==> config.mk <==
export PLATFORM = sky130hd
export DESIGN_NAME = instr_encoder_loader
export DESIGN_NICKNAME = d
export VERILOG_FILES = /design/src/rtl/instr_encoder_loader.sv
export SDC_FILE = /design/constraint.sdc
export NUM_CORES = 1
export LEC_CHECK = 0
export ABC_AREA = 1
export CAP_MARGIN = 20
export CORE_MARGIN = 4
export CORE_UTILIZATION = 29
export CTS_CLUSTER_DIAMETER = 40
export DETAILED_ROUTE_END_ITERATION = 10
export GPL_ROUTABILITY_DRIVEN = 0
export REMOVE_ABC_BUFFERS = 1
export SETUP_SLACK_MARGIN = 0.02
export SYNTH_ARGS = -nofsm -noshare
export SYNTH_HDL_FRONTEND = slang
export SYNTH_SLANG_ARGS = --single-unit
==> constraint.sdc <==
create_clock -name clk -period 2.16 [get_ports clk]
set_clock_uncertainty 0.05 [all_clocks]
set_input_delay 0.324 -clock clk [delete_from_list [all_inputs] [get_ports clk]]
set_output_delay 0.324 -clock clk [all_outputs]
set_load 0.03 [all_outputs]
==> src/rtl/instr_encoder_loader.sv <==
// instr_encoder_loader
//
// Turns symbolic RV32I operations (the subset the datapath decodes) into
// 32-bit instruction words. Each word is written to instruction memory
// through a registered single-cycle write port, filling addresses in order
// from BASE_ADDR. Used by the boot/test host to load a program image
// before the CPU leaves reset.
//
// Ports:
//   clk        system clock, rising edge
//   rst        asynchronous active-high reset
//   clear      synchronous restart (pointer, count, err, full cleared)
//   in_valid   operation fields valid
//   in_ready   block can accept an operation this cycle
//   op         mnemonic code (0-18 legal, 19-31 illegal)
//   rd/rs1/rs2 register indices
//   imm        13-bit signed immediate
//   mem_we     one-cycle write strobe
//   mem_addr   write word address
//   mem_wdata  encoded instruction word
//   count      words written since reset/clear
//   full       memory image full
//   err        sticky error (illegal op or misaligned branch)

module instr_encoder_loader #(
    parameter int ADDR_WIDTH = 6,
    parameter int BASE_ADDR  = 0
) (
    input  logic                  clk,
    input  logic                  rst,
    input  logic                  clear,
    input  logic                  in_valid,
    output logic                  in_ready,
    input  logic [4:0]            op,
    input  logic [4:0]            rd,
    input  logic [4:0]            rs1,
    input  logic [4:0]            rs2,
    input  logic [12:0]           imm,
    output logic                  mem_we,
    output logic [ADDR_WIDTH-1:0] mem_addr,
    output logic [31:0]           mem_wdata,
    output logic [ADDR_WIDTH:0]   count,
    output logic                  full,
    output logic                  err
);

    localparam logic [ADDR_WIDTH-1:0] BASE = ADDR_WIDTH'(BASE_ADDR);
    // Count value just before the final word of the image is written.
    localparam logic [ADDR_WIDTH:0] LAST_COUNT = (ADDR_WIDTH+1)'((1 << ADDR_WIDTH) - 1);

    typedef enum logic {
        LOAD,
        FULL
    } state_t;

    state_t                state_q;
    state_t                state_d;
    logic [ADDR_WIDTH-1:0] ptr;
    logic [31:0]           word;
    logic                  legal;
    logic                  accept;
    logic                  do_write;

    assign full     = (state_q == FULL);
    assign in_ready = !full && !clear;
    assign accept   = in_valid && in_ready;
    assign do_write = accept && legal;

    // Instruction encoder. Illegal opcodes and branches with an odd offset
    // are flagged as not legal; they are consumed but never written.
    always_comb begin
        word  = 32'd0;
        legal = 1'b1;
        case (op)
            5'd0:  word = {7'h00, rs2, rs1, 3'd0, rd, 7'b0110011};
            5'd1:  word = {7'h20, rs2, rs1, 3'd0, rd, 7'b0110011};
            5'd2:  word = {7'h00, rs2, rs1, 3'd4, rd, 7'b0110011};
            5'd3:  word = {7'h00, rs2, rs1, 3'd6, rd, 7'b0110011};
            5'd4:  word = {7'h00, rs2, rs1, 3'd7, rd, 7'b0110011};
            5'd5:  word = {7'h00, rs2, rs1, 3'd1, rd, 7'b0110011};
            5'd6:  word = {7'h00, rs2, rs1, 3'd5, rd, 7'b0110011};
            5'd7:  word = {imm[11:0], rs1, 3'd0, rd, 7'b0010011};
            5'd8:  word = {imm[11:0], rs1, 3'd4, rd, 7'b0010011};
            5'd9:  word = {imm[11:0], rs1, 3'd6, rd, 7'b0010011};
            5'd10: word = {imm[11:0], rs1, 3'd7, rd, 7'b0010011};
            // Shifts carry only the 5-bit shamt; upper immediate bits are zero.
            5'd11: word = {7'h00, imm[4:0], rs1, 3'd1, rd, 7'b0010011};
            5'd12: word = {7'h00, imm[4:0], rs1, 3'd5, rd, 7'b0010011};
            5'd13: word = {imm[11:0], rs1, 3'd2, rd, 7'b0000011};
            5'd14: word = {imm[11:5], rs2, rs1, 3'd2, imm[4:0], 7'b0100011};
            5'd15: word = {imm[12], imm[10:5], rs2, rs1, 3'd0, imm[4:1], imm[11], 7'b1100011};
            5'd16: word = {imm[12], imm[10:5], rs2, rs1, 3'd1, imm[4:1], imm[11], 7'b1100011};
            5'd17: word = {imm[12], imm[10:5], rs2, rs1, 3'd4, imm[4:1], imm[11], 7'b1100011};
            5'd18: word = {imm[12], imm[10:5], rs2, rs1, 3'd5, imm[4:1], imm[11], 7'b1100011};
            default: legal = 1'b0;
        endcase
        // Branch targets must be halfword aligned.
        if ((op >= 5'd15) && (op <= 5'd18) && imm[0]) begin
            legal = 1'b0;
        end
    end

    // State register.
    always_ff @(posedge clk or posedge rst) begin
        if (rst) begin
            state_q <= LOAD;
        end else begin
            state_q <= state_d;
        end
    end

    // Next state: the last write of the image moves to FULL, clear returns to LOAD.
    always_comb begin
        state_d = state_q;
        case (state_q)
            LOAD: begin
                if (do_write && (count == LAST_COUNT)) begin
                    state_d = FULL;
                end
            end
            FULL: begin
                if (clear) begin
                    state_d = LOAD;
                end
            end
            default: state_d = LOAD;
        endcase
    end

    // Write port, pointer, count and sticky error. clear wins over any
    // write that would otherwise be registered this cycle.
    always_ff @(posedge clk or posedge rst) begin
        if (rst) begin
            ptr       <= BASE;
            count     <= '0;
            err       <= 1'b0;
            mem_we    <= 1'b0;
            mem_addr  <= BASE;
            mem_wdata <= 32'd0;
        end else if (clear) begin
            ptr      <= BASE;
            count    <= '0;
            err      <= 1'b0;
            mem_we   <= 1'b0;
            mem_addr <= BASE;
        end else begin
            mem_we <= do_write;
            if (do_write) begin
                mem_addr  <= ptr;
                mem_wdata <= word;
                ptr       <= ptr + 1'b1;
                count     <= count + 1'b1;
            end
            if (accept && !legal) begin
                err <= 1'b1;
            end
        end
    end

endmodule
==> flow_summary.toml <==
[die]
die_x_um = 102
initial_core_util = 0.298
fp.coreArea_sq_mm = 0.00868
io_pins = 86
dieArea_sq_mm = 0.0105
die-height_um = 102
row_count = 34

[global_routing]
grt_overflow = 0
grt_start_max_net_pins = 25
antenna_found_initial = 0
grt_pass1_vias = 2357
grt_usage = 0.136
grt_pass1_wl_um = 11400

[clock_network]
clockRootBuffer = "clkbuf_8"
ctsHoldBuffers = 0
htreeDepth = 2
numCtsBuffers = 5
numClockSinks = 51
cts_setup_buffers = 0
cts_resized = 0
clk_pin_slew_worst_paths_ns = 0.10
cts_buffer_depth = 2
cts_tree = "built"
clk_latency_ns = 0.30

[timing]
hold_violations = 0
rsz0062_at_grt = "no"
min_period_ns = 1.98
fmax_mhz = 506
period_share = 0.916
fin_ws_ns = 0.182
fin_setup_tns_ns = 0
maxSlewViolCount = 0
holdWs_ns = 0.294
setup_viol = 0

[pwr]
power_density_mw_per_mm2 = 682
power_frac_seq = 0.448
peakVddDrop_uv = 319
finalPower_mw = 2.51
p_switching_uw = 842
p_leak_nw = 1.81
combPwrFrac = 0.304
switching_share = 0.335
p_clk_frac = 0.247
p_int_mw = 1.67

[setup_path]
worst-path-buf-inv = 2
crit_top_cell = "clkdlybuf4s50_1"
critPathLaunchType = "input port"
critical_path_class = "in -> out"
endpoint_kind = "output port"
worstPathRequired_ns = 1.79
cp_slowest_cell = "clkdlybuf4s50_1"
critPathArrivalTime_ns = 1.60
cp_max_fo = 2
path_cells = "clkdlybuf4s50_1 -> nor2_1 -> clkdlybuf4s50_1"
max_stage_delay_ns = 0.69
crit_family = "buffers and inverters"
r2r_setup_slack_ns = 0.67

[drt]
ant_nets = 0
vias_per_cell = 4.43
dr.pass1.iters = 4
routed_wl_um = 6970
wire_per_inst_um = 13.1
drc_errors = 0
vias = 2365
drt_iter0_drc = 73

[hold_path]
hold_class = "in -> async"

[synthesis]
synth_area_sq_mm = 0.00259
ys_seq_area_frac = 0.493
yosys_warnings = 0
synthCells = 335
syn_area_per_cell_sq_um = 7.72
synth.distinct_cells = 31
synth_seq_cells = 51

[final_layout]
final_cell_mix = "nand2_1, clkdlybuf4s50_1, dfrtp_1"
design_area_sq_mm = 0.00368
layoutNonFillerInstCount = 534
fin_util = 0.424
diodes = 0
final_common_cell = "nand2_1"
drive_gt1_frac = 0.0798
area_growth_pct = 42.4
multiInputGateArea_sq_mm = 0.00112
register_area_sq_mm = 0.00128
fill_cells = 934
nets = 464

[status]
outcome = "complete, no violations"

[job]
maxCapViolations = 0

[placement]
dp_cells = 526
io_buffers = 83
dpl_cell_area_sq_mm = 0.00358
dp_hpwl_um = 5350
place_ws_ns = 0.00553
==> registers in the layout (all words and copies together), names as in the netlist <==
register,count
mem_wdata,29
count,7
mem_addr,6
ptr,6
err,1
full,1
mem_we,1
==> routing by layer <==
layer,part of all wire,up-vias,GRT usage,routed length [um]
met5,0,-,0,0
met4,0.0049,0,0.0333,34
met3,0.057,6,0.0253,394
met2,0.49,68,0.233,3430
met1,0.45,1066,0.178,3110
li1,-,1225,-,-
==> cell usage after synthesis (all sizes together) <==
cell type,number,area [sq um]
o22ai,8,50.1
or2,1,6.26
buf,12,87.6
and3b,1,8.76
nor3b,1,7.51
ha,2,25.0
nand2,162,618
nor2,14,67.6
clkbuf,1,3.75
a21oi,1,8.76
nand4,2,12.5
o21ai,11,55.1
o211ai,2,15.0
nor3,5,25.0
xor2,4,35.0
inv,27,104
conb,1,3.75
nand3,24,133
a32oi,1,8.76
dfrtp,51,1280
xnor2,2,17.5
a31o,1,8.76
a22o,1,8.76
==> power by group through the flow <==
stage	Sequential (mW)	Clock, mW	Combinational (mW)
floorplan	1.33	0	0.201
global placement	1.15	0	0.764
detailed placement	1.14	0	0.773
CTS	1.13	0.633	0.775
global route	1.14	0.670	0.828
finish	1.13	0.622	0.764
==> cell families after synthesis <==
logic type	count (synthesis)	synth area share
fa+ha+maj	2	0.00967
compound gates	25	0.0600
other cells	1	0.00145
xor+xnor	6	0.0203
simple gates	210	0.340
flops	51	0.493
buf+inv	40	0.0755
==> area by class of cell <==
type                            count  share of cell area
Clock buffer                        7              0.0262
Clock inverter                      1             0.00204
Inverter                           27              0.0282
Multi-Input combinational cell    245               0.304
Sequential cell                    51               0.346
Tap cell                          108              0.0367
Timing Repair Buffer               95               0.257
==> path summary, 6_finish.rpt <==
check	startpoint	endpoint	cells after the start
worst max-delay path	clear	in_ready	3
worst min-delay path	rst	mem_wdata[25]$_DFFE_PP0P_	2
worst max register to register	count[0]$_DFFE_PP0P_	count[6]$_DFFE_PP0P_	5
worst min register to register	mem_addr[3]$_DFFE_PP0P_	mem_addr[3]$_DFFE_PP0P_	2
max in group asynchronous	rst	mem_addr[3]$_DFFE_PP0P_	3
min in group clk	mem_addr[3]$_DFFE_PP0P_	mem_addr[3]$_DFFE_PP0P_	2
Note: power is estimated with default switching activity, not from simulation.
==> patch 1: new RTL, same flow settings <==
Change the parameter `ADDR_WIDTH` from 6 to 8.
--- a/src/rtl/instr_encoder_loader.sv
+++ b/src/rtl/instr_encoder_loader.sv
@@ -25,3 +25,3 @@
 module instr_encoder_loader #(
-    parameter int ADDR_WIDTH = 6,
+    parameter int ADDR_WIDTH = 8,
     parameter int BASE_ADDR  = 0
Interface: changed (resized count and mem_addr); port bits go from 86 to 90. The function was not compared with the original's and may differ.
==> patch 1 against the original RTL <==
  * Power rose by 22%
  * Design area grew 13%
  * Sequential share of layout area fell by 0.51 points
  * First-iteration DRC count down 33%
  * Sequential cell count up 6
  * Wire length rose by 5.2%
  * Combinational power down 4.7%
  * Synthesized area increased by 10%
  * Setup slack better by 0.13 ns
==> patch 1: results (changes against the original RTL) <==
met1 WL 3340 um (+7.7%); Inst Count DP 581 (+10%); register fraction of the total cell area 34.1% (-0.51 points); reg2reg setup slack 0.41 ns (-0.26 ns); Clock Sinks 57 (+12%); met2 wire length 3470 um (+1.0%); top flop regs mem_wdata: 29 flops, count: 9 flops; Inverters 20 (-26%); met2 GRT Util 21.9% (-1.4 points); worst vdd ir 0.414 mV (+30%); clk_lat worst skew 0.33 ns (+0.03 ns); switching power total 940 uW (+12%); largest net degree at the start of global routing 58 (+130%); Setup WS pre-CTS 0.0339 ns (+0.0284 ns); clock share of power 36.6% (+12 points); reg2reg end count[8]; status finished clean; Total Nets Final 503 (+8.4%); Non-clock buffering overhead 25.2% (-0.47 points); DR vias 2654 (+12%); pwr/cell area 734 mW/mm^2 (+7.7%); CP endpoint count[4]; multi-input logic area 0.00124 sq mm (+11%); Critical Path Fanout Max 6 (+4); met1 usage 17.7% (-0.15 points); routed wire length 7330 um (+5.2%); FILL cells 953 (+2.0%); library cells used by synthesis 27 (-13%)
[patch 1: cell types whose count changed after synthesis, moves of 3 or more]
| cell | change |
|---|---|
| o21ai_0 | +17 |
| o22ai_1 | -8 |
| inv_1 | -5 |
| dfrtp_1 | +6 |
| nand2_1 | -8 |
| nand2_2 | -3 |
| xor2_1 | +5 |
| nor2_1 | +5 |
| nand3_1 | +23 |
| o21ai_1 | -4 |
[patch 1: power by group through the flow]
stage	Combinational [uW]	Sequential [uW]	Clock, uW
final	728	1220	1120
after global routing	791	1230	1200
after CTS	740	1220	1150
after detailed placement	739	1240	0
after global placement	733	1240	0
after floorplan	185	1410	0
[patch 1: cells by family after synthesis]
| kind of cell | count (synthesis) | synth area share [%] |
|---|---|---|
| AOI/OAI and AO/OA | 27 | 4.96 |
| xor gates and xnor gates | 13 | 3.99 |
| adders and majority gates | 3 | 1.32 |
| buffers and inverters | 36 | 6.80 |
| DFF | 57 | 50.0 |
| other | 1 | 0.131 |
| and+or+nand+nor | 225 | 32.8 |
==> patch 2: new RTL, same settings <==
Without the edit above. Register the output `count` once more, cleared by the reset; this adds one clock of latency there. The other outputs are not delayed to match.
--- a/src/rtl/instr_encoder_loader.sv
+++ b/src/rtl/instr_encoder_loader.sv
@@ -54,2 +54,4 @@
     } state_t;
+
+    logic [ADDR_WIDTH:0] count_s0;
 
@@ -116,3 +118,3 @@
             LOAD: begin
-                if (do_write && (count == LAST_COUNT)) begin
+                if (do_write && (count_s0 == LAST_COUNT)) begin
                     state_d = FULL;
@@ -134,3 +136,3 @@
             ptr       <= BASE;
-            count     <= '0;
+            count_s0  <= '0;
             err       <= 1'b0;
@@ -141,3 +143,3 @@
             ptr      <= BASE;
-            count    <= '0;
+            count_s0 <= '0;
             err      <= 1'b0;
@@ -151,3 +153,3 @@
                 ptr       <= ptr + 1'b1;
-                count     <= count + 1'b1;
+                count_s0  <= count_s0 + 1'b1;
             end
@@ -159,2 +161,10 @@
 
+    always_ff @(posedge clk or posedge rst) begin
+        if (rst) begin
+            count <= '0;
+        end else begin
+            count <= count_s0;
+        end
+    end
+
 endmodule
Function: changed (a bounded check fails within 4 cycles, from zero or initial values and one cycle with rst high).
==> patch 2 against the original RTL <==
  * Synthesized area increased by 43%
  * Final cell count is 52% higher
  * Setup slack gained 0.043 ns
  * Design area up 46%
  * First-iteration DRC count rose to 4.3 times the old value
  * Hold slack improved by 0.037 ns
  * Wire length is 60% higher
  * Count of clock-buffer cells in the layout grew 5
  * Critical path type unchanged
  * Global-route usage increased by 2.4 points
  * Power increased by 51%
  * Largest cell class is now multi-input gates
  * Sequential cell count is 7 higher
  * Fmax rose by 2.2%
==> patch 2: results (changes against the original RTL) <==
status finished clean; reg2reg end ptr[2]; Total Nets Final 677 (+46%); TritonCTS buffer count 9 (+4); Final HPWL DP 8570 um (+60%); routed wire length 11200 um (+60%); mux contribution to synthesized area 0.271% (+0.27 points); Reg-to-Reg Start full; library cells used by synthesis 38 (+23%); FILL cells 1234 (+32%); PortBufs 83 (unchanged); CTS root buf clkbuf_16; R2R depth 9 (+4); vias in the first global route 3907 (+66%); met1 WL 4790 um (+54%); clk_lat worst skew 0.33 ns (+0.03 ns); top cells by area, synth dfrtp_1 39%, nand2_1 20%, nand3_1 8.9%; XOR/XNOR share of the synthesized area 1.90% (-0.14 points); share of layout cells above drive strength 1 15.1% (+7.1 points); largest net degree at the start of global routing 59 (+140%); adder-cell share of the synthesized area 0.677% (-0.29 points); CP max stage cell clkdlybuf4s50_1; worst vdd ir 0.334 mV (+4.5%); Vias/cell 4.79 (+8.1%); initial DRC count 311 (+330%); Commonest cells post-synth 194 x nand2_1, 66 x nand3_1, 58 x dfrtp_1; routed wl met3 626 um (+59%); Crit path arrival time 1.56 ns (-0.04 ns); top flop regs mem_wdata: 29 flops, count: 7 flops, count_s0: 7 flops; CTS H-tree depth 3 (+1); reg2reg setup slack 0.71 ns (+0.04 ns); first-pass GRT wire length 19000 um (+67%); Pleak 0.00271 uW (+50%); met2 GRT Util 27.2% (+3.9 points); met1 usage 20.1% (+2.2 points); met2 wire length 5610 um (+63%); GR Util met3 4.66% (+2.1 points); Synth Area in Compound Gates 5.75% (-0.24 points)
[patch 2: changes by cell type after synthesis, sizes merged, moves of 5 or more]
cell    unedited run  this run
buf               12        27
dfrtp             51        58
nand3             24        69
nand4              2        32
o31ai              0         5
a21oi              1         7
nand2            162       201
clkbuf             1         7
nor2              14        48
[patch 2: how the worst min path moves through the flow]
stage / cells past startpoint / endpoint
floorplan: 0 / count[6]
global placement: 0 / count[6]
detailed placement: 0 / count[6]
CTS: 3 / mem_wdata[30]
global route: 3 / mem_wdata[15]
finish: 3 / mem_wdata[15]
[patch 2: power breakdown]
part,switching (uW),internal (uW),leakage (uW),total [uW]
Combinational,569,400,0.00178,969
Sequential,65.9,1200,0.000776,1260
Clock,498,1070,0.000163,1570
[patch 2: final cells by class]
type / count / area [sq um] / area share, %
well taps: 168 / 210 / 3.91
clock buffers: 12 / 256 / 4.77
flip-flops and latches: 58 / 1450 / 27.0
repair buffers: 139 / 1340 / 24.9
clock inverters: 4 / 73.8 / 1.37
inverters: 28 / 108 / 2.00
multi-input cells: 402 / 1940 / 36.0
[patch 2: stage by stage]
| step | hold slack, ns | area (sq um) | cells | total power (uW) | setup slack (ns) |
|---|---|---|---|---|---|
| finish | 0.330 | 5380 | 811 | 3800 | 0.225 |
| global route | 0.347 | 5380 | 811 | 3980 | 0.0609 |
| CTS | 0.332 | 5380 | 811 | 3840 | 0.168 |
| detailed placement | 0.342 | 5040 | 795 | 2250 | -0.175 |
| global placement | 0.339 | 5040 | 795 | 2250 | -0.173 |
| floorplan | 0.324 | 3500 | 488 | 1740 | -0.477 |
[patch 2: timing repair]
action                                  4_1_cts  5_1_grt
endpoints found under the setup margin        0        2
hold buffers                                  0        0
hold endpoints to repair                      0        0
resized for setup                             0        1
